<file path="src/rtl/rgb_accum_sched.sv">
// Per-channel R/G/B picture accumulator sharing one carry-skip adder; 4 cycles per pixel, sum_r/g/b land 1/2/3 cycles after accept.
// Backpressure: pix_ready only in IDLE; sums held in DONE until sum_ack; clear aborts from any state.
module rgb_cska #(
  parameter int W   = 22,
  parameter int BLK = 4
) (
  input  logic [W-1:0] a,
  input  logic [W-1:0] b,
  output logic [W-1:0] s
);
  always_comb begin : add
    logic c, blk_c, blk_p, p;
    s     = '0;
    c     = 1'b0;
    blk_c = 1'b0;
    blk_p = 1'b1;
    for (int i = 0; i < W; i++) begin
      p     = a[i] ^ b[i];
      s[i]  = p ^ c;
      c     = (a[i] & b[i]) | (p & c);
      blk_p = blk_p & p;
      // a fully propagating block forwards its incoming carry straight to the next block
      if ((i % BLK) == (BLK - 1) || i == W - 1) begin
        c     = blk_p ? blk_c : c;
        blk_c = c;
        blk_p = 1'b1;
      end
    end
  end
endmodule

module rgb_accum_sched #(
  parameter int CH_W    = 8,
  parameter int ACC_W   = 22,
  parameter int PIX_CNT = 16384,
  parameter int CNT_W   = 14
) (
  input  logic             clk,
  input  logic             rst,
  input  logic             clear,
  input  logic             pix_valid,
  input  logic [CH_W-1:0]  pix_r,
  input  logic [CH_W-1:0]  pix_g,
  input  logic [CH_W-1:0]  pix_b,
  output logic             pix_ready,
  output logic [ACC_W-1:0] sum_r,
  output logic [ACC_W-1:0] sum_g,
  output logic [ACC_W-1:0] sum_b,
  output logic             sum_valid,
  input  logic             sum_ack,
  output logic [CNT_W-1:0] pix_cnt,
  output logic             busy
);
  typedef enum logic [2:0] {IDLE, ADD_R, ADD_G, ADD_B, DONE} state_t;

  state_t           state, state_nxt;
  logic [CH_W-1:0]  r_lat, g_lat, b_lat;
  logic [ACC_W-1:0] acc_r, acc_g, acc_b;
  logic [ACC_W-1:0] add_a, add_b, add_s;
  logic [CNT_W-1:0] cnt, cnt_inc;
  logic             accept, last_pix, zero_all;

  assign accept   = (state == IDLE) && pix_valid && !clear;
  assign last_pix = (cnt == CNT_W'(PIX_CNT - 1));

  always_ff @(posedge clk or posedge rst) begin
    if (rst) state <= IDLE;
    else     state <= state_nxt;
  end

  always_comb begin
    state_nxt = state;
    zero_all  = 1'b0;
    if (clear) begin
      state_nxt = IDLE;
      zero_all  = 1'b1;
    end else begin
      case (state)
        IDLE:    if (pix_valid) state_nxt = ADD_R;
        ADD_R:   state_nxt = ADD_G;
        ADD_G:   state_nxt = ADD_B;
        ADD_B:   state_nxt = last_pix ? DONE : IDLE;
        DONE: begin
          if (sum_ack) begin
            state_nxt = IDLE;
            zero_all  = 1'b1;
          end
        end
        default: state_nxt = IDLE;
      endcase
    end
  end

  always_comb begin
    add_a = acc_r;
    add_b = {{(ACC_W - CH_W){1'b0}}, r_lat};
    case (state)
      ADD_G: begin
        add_a = acc_g;
        add_b = {{(ACC_W - CH_W){1'b0}}, g_lat};
      end
      ADD_B: begin
        add_a = acc_b;
        add_b = {{(ACC_W - CH_W){1'b0}}, b_lat};
      end
      default: ;
    endcase
  end

  rgb_cska #(.W(ACC_W), .BLK(4)) u_acc_add (.a(add_a), .b(add_b), .s(add_s));

  // wraps to zero on the last pixel; DONE is reached before that value matters
  rgb_cska #(.W(CNT_W), .BLK(4)) u_cnt_add (.a(cnt), .b(CNT_W'(1)), .s(cnt_inc));

  always_ff @(posedge clk or posedge rst) begin
    if (rst) begin
      acc_r <= '0;
      acc_g <= '0;
      acc_b <= '0;
      cnt   <= '0;
      r_lat <= '0;
      g_lat <= '0;
      b_lat <= '0;
    end else if (zero_all) begin
      acc_r <= '0;
      acc_g <= '0;
      acc_b <= '0;
      cnt   <= '0;
    end else begin
      if (accept) begin
        r_lat <= pix_r;
        g_lat <= pix_g;
        b_lat <= pix_b;
      end
      case (state)
        ADD_R: acc_r <= add_s;
        ADD_G: acc_g <= add_s;
        ADD_B: begin
          acc_b <= add_s;
          cnt   <= cnt_inc;
        end
        default: ;
      endcase
    end
  end

  assign pix_ready = (state == IDLE);
  assign sum_valid = (state == DONE);
  assign busy      = (state == ADD_R) || (state == ADD_G) || (state == ADD_B);
  assign sum_r     = acc_r;
  assign sum_g     = acc_g;
  assign sum_b     = acc_b;
  assign pix_cnt   = cnt;
endmodule

</file>
<file path="config.mk">
export PLATFORM = sky130hd
export DESIGN_NAME = rgb_accum_sched
export DESIGN_NICKNAME = d
export VERILOG_FILES = /design/src/rtl/rgb_accum_sched.sv
export SDC_FILE = /design/constraint.sdc
export NUM_CORES = 1
export LEC_CHECK = 0
export CAP_MARGIN = 20
export CORE_UTILIZATION = 55
export DETAILED_ROUTE_END_ITERATION = 8
export PLACE_DENSITY = 0.92
export SLEW_MARGIN = 40
export SYNTH_ARGS = -nofsm -noshare
export SYNTH_HDL_FRONTEND = slang
export SYNTH_SLANG_ARGS = --single-unit
</file>
<file path="constraint.sdc">
create_clock -name clk -period 20.5 [get_ports clk]
set_clock_uncertainty 0.15 [all_clocks]
set_input_delay 3.075 -clock clk [delete_from_list [all_inputs] [get_ports clk]]
set_output_delay 3.075 -clock clk [all_outputs]
set_load 0.05 [all_outputs]
</file>
==> results of run 1 <==
## kinds of logic (layout without fill, tap and decap cells)
family	Yosys count	count (layout)
simple gates	182	182
buf+inv	70	165
compound gates	105	105
xor+xnor	4	4
fa+ha+maj	41	41
flops	107	107
mux	69	69
## critical path, delay by kind of cell, from the launching register on
kind / cells / cell delay (ns)
DFF: 1 / 0.59
adders and majority gates: 21 / 5.30
and+or+nand+nor: 4 / 0.59
xor gates and xnor gates: 1 / 0.24
buffers and inverters: 2 / 0.09
AOI/OAI and AO/OA: 6 / 1.16
muxes: 1 / 0.32
## flip-flops by register name, indices dropped and copies added, names as in the netlist
register  flops
b_lat         8
g_lat         8
pix_cnt      14
r_lat         8
state         3
sum_b        22
sum_g        22
sum_r        22
## power breakdown
part           internal [mW]  leakage [nW]  switching [mW]  total, mW
combinational         0.0504          1.63          0.0822      0.133
clock                 0.0909         0.133          0.0711      0.162
sequential             0.229          1.43          0.0128      0.241
## cells in the mapped netlist
cell type	n	area share
nand2_1	129	0.085
dfrtp_1	107	0.47
a21oi_1	54	0.047
mux2_2	36	0.071
ha_1	34	0.074
nor2_1	34	0.022
inv_1	31	0.020
mux2i_1	31	0.054
a211oi_1	25	0.033
o21ai_0	19	0.017
clkbuf_1	16	0.011
buf_1	8	0.0053
fa_1	7	0.025
buf_4	6	0.0079
buf_2	5	0.0044
buf_6	3	0.0059
nand4_1	3	0.0033
a31oi_1	2	0.0022
and2_1	2	0.0022
mux2_1	2	0.0039
nor3_1	2	0.0018
nor4_1	2	0.0022
xnor2_1	2	0.0031
xor2_1	2	0.0031
a21o_1	1	0.0013
a41o_1	1	0.0018
and3b_1	1	0.0015
buf_12	1	0.0035
nand2b_1	1	0.0011
nand2b_4	1	0.0024
nand3b_1	1	0.0013
nand4b_1	1	0.0015
nor2_4	1	0.0020
nor3b_1	1	0.0013
o211ai_1	1	0.0013
o21a_1	1	0.0013
o41ai_1	1	0.0015
or3b_2	1	0.0015
or4_1	1	0.0013
or4_4	1	0.0020
## area by class of cell
type	count	area, um2
Inverter	31	119
Tap cell	133	166
Clock buffer	12	165
Multi-Input combinational cell	401	2710
Clock inverter	4	95.1
Fill cell	686	2800
Sequential cell	107	2680
Timing Repair Buffer	118	1170
## through the flow
| step | utilization | instance area, um2 | worst slack (ns) | cells | total power, mW |
|---|---|---|---|---|---|
| finish | 0.718 | 7110 | 11.84 | 806 | 0.536 |
| global placement | 0.688 | 6820 | 12.38 | 788 | 0.369 |
| detailed placement | 0.691 | 6850 | 11.95 | 790 | 0.377 |
| floorplan | - | 5710 | 12.55 | 578 | 0.336 |
| CTS | 0.717 | 7110 | 11.89 | 806 | 0.537 |
| global route | 0.718 | 7110 | 11.28 | 806 | 0.559 |
## metal layers
layer	part of all wire	wire, um	GRT usage
met5	0	0	0
met4	0.022	319	0.124
met3	0.066	933	0.0576
met2	0.51	7210	0.477
met1	0.40	5740	0.337
## worst max path at each step
stage	startpoint	endpoint	cells past startpoint
2_1_floorplan	state[0]	sum_b[21]	39
3_3_place_gp	state[1]	sum_g[21]	35
3_5_place_dp	state[1]	sum_r[21]	35
4_1_cts	state[1]	sum_r[21]	35
5_1_grt	state[1]	sum_r[21]	35
6_report	state[1]	sum_r[21]	35
## cells in the final DEF (no fill, tap or decap), types with 3 or more instances in the layout
| master | n |
|---|---|
| bufinv_16 | 3 |
| buf_4 | 4 |
| ha_1 | 34 |
| fa_1 | 7 |
| o21ai_0 | 19 |
| clkdlybuf4s50_1 | 111 |
| buf_6 | 3 |
| nand4_1 | 3 |
| a211oi_1 | 25 |
| a21oi_1 | 54 |
| nand2_1 | 129 |
| clkbuf_8 | 12 |
| mux2i_1 | 31 |
| dfrtp_1 | 106 |
| nor2_1 | 34 |
| inv_1 | 30 |
| mux2_2 | 36 |
==> impl_metrics.toml, run 1 <==
[status]
outcome = "finished clean"

[setup_path]
worstPathRequired_ns = 20.57
ff2ff_path_depth = 35
worstPathArrival_ns = 8.73
r2r_end = "sum_r[21]"
path_max_fanout = 48
endpoint_kind = "register"
reg2reg_slack_ns = 11.84
max_stage_delay_ns = 0.59
start_kind = "register"
crit_type = "reg -> reg"
crit_top_cell = "ha_1"
timing.rr.start = "state[1]"
slowest_stage = "dfrtp_1"

[yosys]
mappedNetlistNets = 648
post_synth_instance_area_um2 = 5710
syn_inst = 578
syn_avg_cell_area_um2 = 9.88
synth-seq-cells = 107
ys.warnings.count = 0
synth_fa_ha_area_frac = 0.0990
synth_seq_area_share = 0.469
synthMuxAreaShare = 0.129
synth.distinct_cells = 40
synth-compound-area-share = 0.106
synth-simple-area-share = 0.133
synthXorXnorAreaFrac = 0.00613
synth_top_family_by_area = "simple AND/OR/NAND/NOR gates"

[timing]
fin_crit_sh = 0.422
hold_ws_ns = 0.351
hold_viol = 0
grt_setup_unrepaired = "no"
relSlewSlack = 0.448
max_slew.worst_pin.slew_ns = 0.828
setup_viol = 0
report.final.slew_viol_count = 0
fmax_ghz = 0.115
period_needed_ns = 8.66
fin_setup_tns_ns = 0

[die]
die-width_um = 104
die_h_um = 104
dieArea_um2 = 10800
rows = 36
num_io_pins = 112
coreArea_um2 = 9910
start_util = 0.576

[power_and_ir_drop]
power_density_nw_per_um2 = 75.4
power.leakage_nw = 3.19
ir_worst_vdd_mv = 0.0443

[placement]
place_congestion = 0.848
port_buffers = 111
dp_hpwl_um = 9860

[layout]
drive_gt1_frac = 0.103
fin_nets = 738
antenna_cells = 0
area_growth_pct = 24.5

[detailed_routing]
ant_nets = 0
drt_iter0_drc = 271
vias = 4594
drc = 0
routed_wirelength_um = 14200
dr.pass1.iters = 5
avgRoutedWirePerCell_um = 17.6
avgViaCountPerCell = 5.70

[clocking]
cts_sinks = 107
cts_tree = "yes"
clkSlewWorstSetupHoldPaths_ns = 0.10
cts.path.max_buffers = 2
cts_resized = 0
ctsHoldBuffers = 0
cts_root_buffer = "clkbuf_8"
htree_levels = 3
cts_setup_buffers = 0
cts_buffers = 9
clock_latency_ns = 0.38

[global_route]
grt_usage = 0.278
grt_first_pass_wirelength_um = 23700
grt_max_degree = 81
antenna_found_initial = 0
grt_pass1_vias = 4886
grt_overflow = 0

[worst_hold_path]
hold_depth = 1
hp-start = "g_lat[2]"
hp-class = "reg -> reg"
whs_endpoint = "g_lat[2]"

[run]
max_cap_viol_count = 0
(Power assumes the default switching activity.)
==> inputs of run 2 (changes only) <==
- CORE_UTILIZATION: 55 -> 52
- PLACE_DENSITY: 0.92 -> 0.88
- clock period: 20.5 -> 8.32 ns (I/O delays scaled with it)
==> run 2 against run 1 <==
Effect of this change: non-clock buffer count grew 7; power up 140%; cell count increased by 1.2%; design area grew 0.55%; critical path depth unchanged; hold slack improved by 0.011 ns; global-route usage down 0.94 points; worst setup slack lost 11 ns; maximum frequency is 9.6% higher; sequential power is 150% higher; sequential share of layout area is 0.19 points lower; critical path type unchanged; highest routed layer unchanged.
==> impl_metrics.toml, run 2 (synthesis results as in run 1) <==
[status]
outcome = "finished clean"

[clocking]
cts_tree = "yes"
ctsHoldBuffers = 0
clock_latency_ns = 0.38
cts_root_buffer = "clkbuf_8"
cts.path.max_buffers = 2
htree_levels = 3
clkSlewWorstSetupHoldPaths_ns = 0.10
cts_sinks = 107
cts_buffers = 9

[layout]
drive_gt1_frac = 0.121
stdcell_area_um2 = 7150
area_growth_pct = 25.2
fin_util = 0.683
layout_commonest_cell = "nand2_1"
fin_nets = 745
mostFrequentLayoutCells = "nand2_1, clkdlybuf4s50_1, dfrtp_1, a21oi_1, mux2_2"
antenna_cells = 0
num-fill-cells = 782

[global_route]
grt_first_pass_wirelength_um = 23700
grt_usage = 0.268
grt_max_degree = 81
grt_overflow = 0
grt_pass1_vias = 4817
antenna_found_initial = 0

[power_and_ir_drop]
power_density_nw_per_um2 = 177
power.leakage_nw = 3.19
ir_worst_vdd_mv = 0.0871

[detailed_routing]
avgViaCountPerCell = 5.76
drc = 0
dr.pass1.iters = 4
avgRoutedWirePerCell_um = 17.7
routed_wirelength_um = 14400
vias = 4703
ant_nets = 0
drt_iter0_drc = 331

[timing]
fin_setup_tns_ns = 0
timing.final.ws_setup_ns = 0.417
fin_crit_sh = 0.950
report.final.slew_viol_count = 0
fmax_ghz = 0.127
hold_viol = 0
relSlewSlack = 0.440
max_slew.worst_pin.slew_ns = 0.839
setup_viol = 0
period_needed_ns = 7.90

[setup_path]
worstPathRequired_ns = 8.40
crit_top_cell = "ha_1"
start_kind = "register"
path_max_fanout = 10
endpoint_kind = "register"
slowest_stage = "fa_1"
max_stage_delay_ns = 0.47
cp-startpoint = "state[0]"
timing.rr.start = "state[0]"
worstPathArrival_ns = 7.98
crit_type = "reg -> reg"

[die]
start_util = 0.546
coreArea_um2 = 10500
rows = 37
num_io_pins = 112
die_h_um = 107
dieArea_um2 = 11400
die-width_um = 107

[placement]
port_buffers = 111
place_ws_ns = 0.0737
dpl-instance-area_um2 = 6890
place_congestion = 0.808
dp_hpwl_um = 10100

[worst_hold_path]
hp-class = "reg -> reg"
hp-start = "g_lat[2]"

[run]
max_cap_viol_count = 0
[run 2: changes by cell type in the layout (fill, tap and decap cells not counted), sizes merged]
cell    change
buf         +7
bufinv      -2
clkbuf      +2
[run 2: per-stage QoR]
| step | power [mW] | hold WS (ns) | cells |
|---|---|---|---|
| after global placement | 0.913 | 0.329 | 795 |
| after CTS | 1.25 | 0.366 | 813 |
| final | 1.26 | 0.362 | 816 |
| after floorplan | 0.828 | 0.307 | 578 |
| after global routing | 1.32 | 0.376 | 816 |
| after detailed placement | 0.931 | 0.345 | 797 |
[run 2: worst paths after layout]
path / to / cells after the start / slack (ns)
setup / recovery: sum_r[21] / 35 / 0.42
setup reg to reg: sum_r[21] / 35 / 0.42
hold / removal: g_lat[2] / 1 / 0.36
max in group asynchronous: state[1] / 3 / 5.94
min in group asynchronous: pix_cnt[1] / 2 / 1.10
hold reg to reg: g_lat[2] / 1 / 0.36
[run 2: cell type report]
class	instances	area [um2]	share of cell area
multi-input combinational	401	2760	0.385
sequential	107	2680	0.375
tap	136	170	0.0238
clock buffer	14	163	0.0228
clock inverter	2	35.0	0.00490
inverter	31	119	0.0166
timing repair buffer	125	1230	0.172
[run 2: worst max-delay path, delay by kind of cell (launching register included)]
family,cells,cell delay (ns)
adder cells (fa/ha/maj),20,5.01
AO/OA/AOI/OAI,6,1.04
flip-flops,1,0.46
buffers and inverters,3,0.34
multiplexers,2,0.34
XOR/XNOR,1,0.20
AND/OR/NAND/NOR,3,0.18
[run 2: repair_timing]
| item | in CTS | in global routing |
|---|---|---|
| setup endpoints to repair | 0 | 6 |
| setup buffers | 0 | 3 |
| resized for setup | 0 | 12 |
[run 2: metal layers]
layer,vias to the layer above,GRT usage,wire length [um],share of wire
met3,33,0.0517,915,0.063
li1,2135,-,-,-
met5,-,0,0,0
met2,174,0.455,7530,0.52
met4,0,0.119,327,0.023
met1,2361,0.333,5660,0.39
[run 2: power breakdown]
group | total (mW) | switching, mW | leakage (nW) | internal [mW]
combinational | 0.345 | 0.210 | 1.66 | 0.135
sequential | 0.595 | 0.0314 | 1.43 | 0.564
clock | 0.325 | 0.169 | 0.101 | 0.156
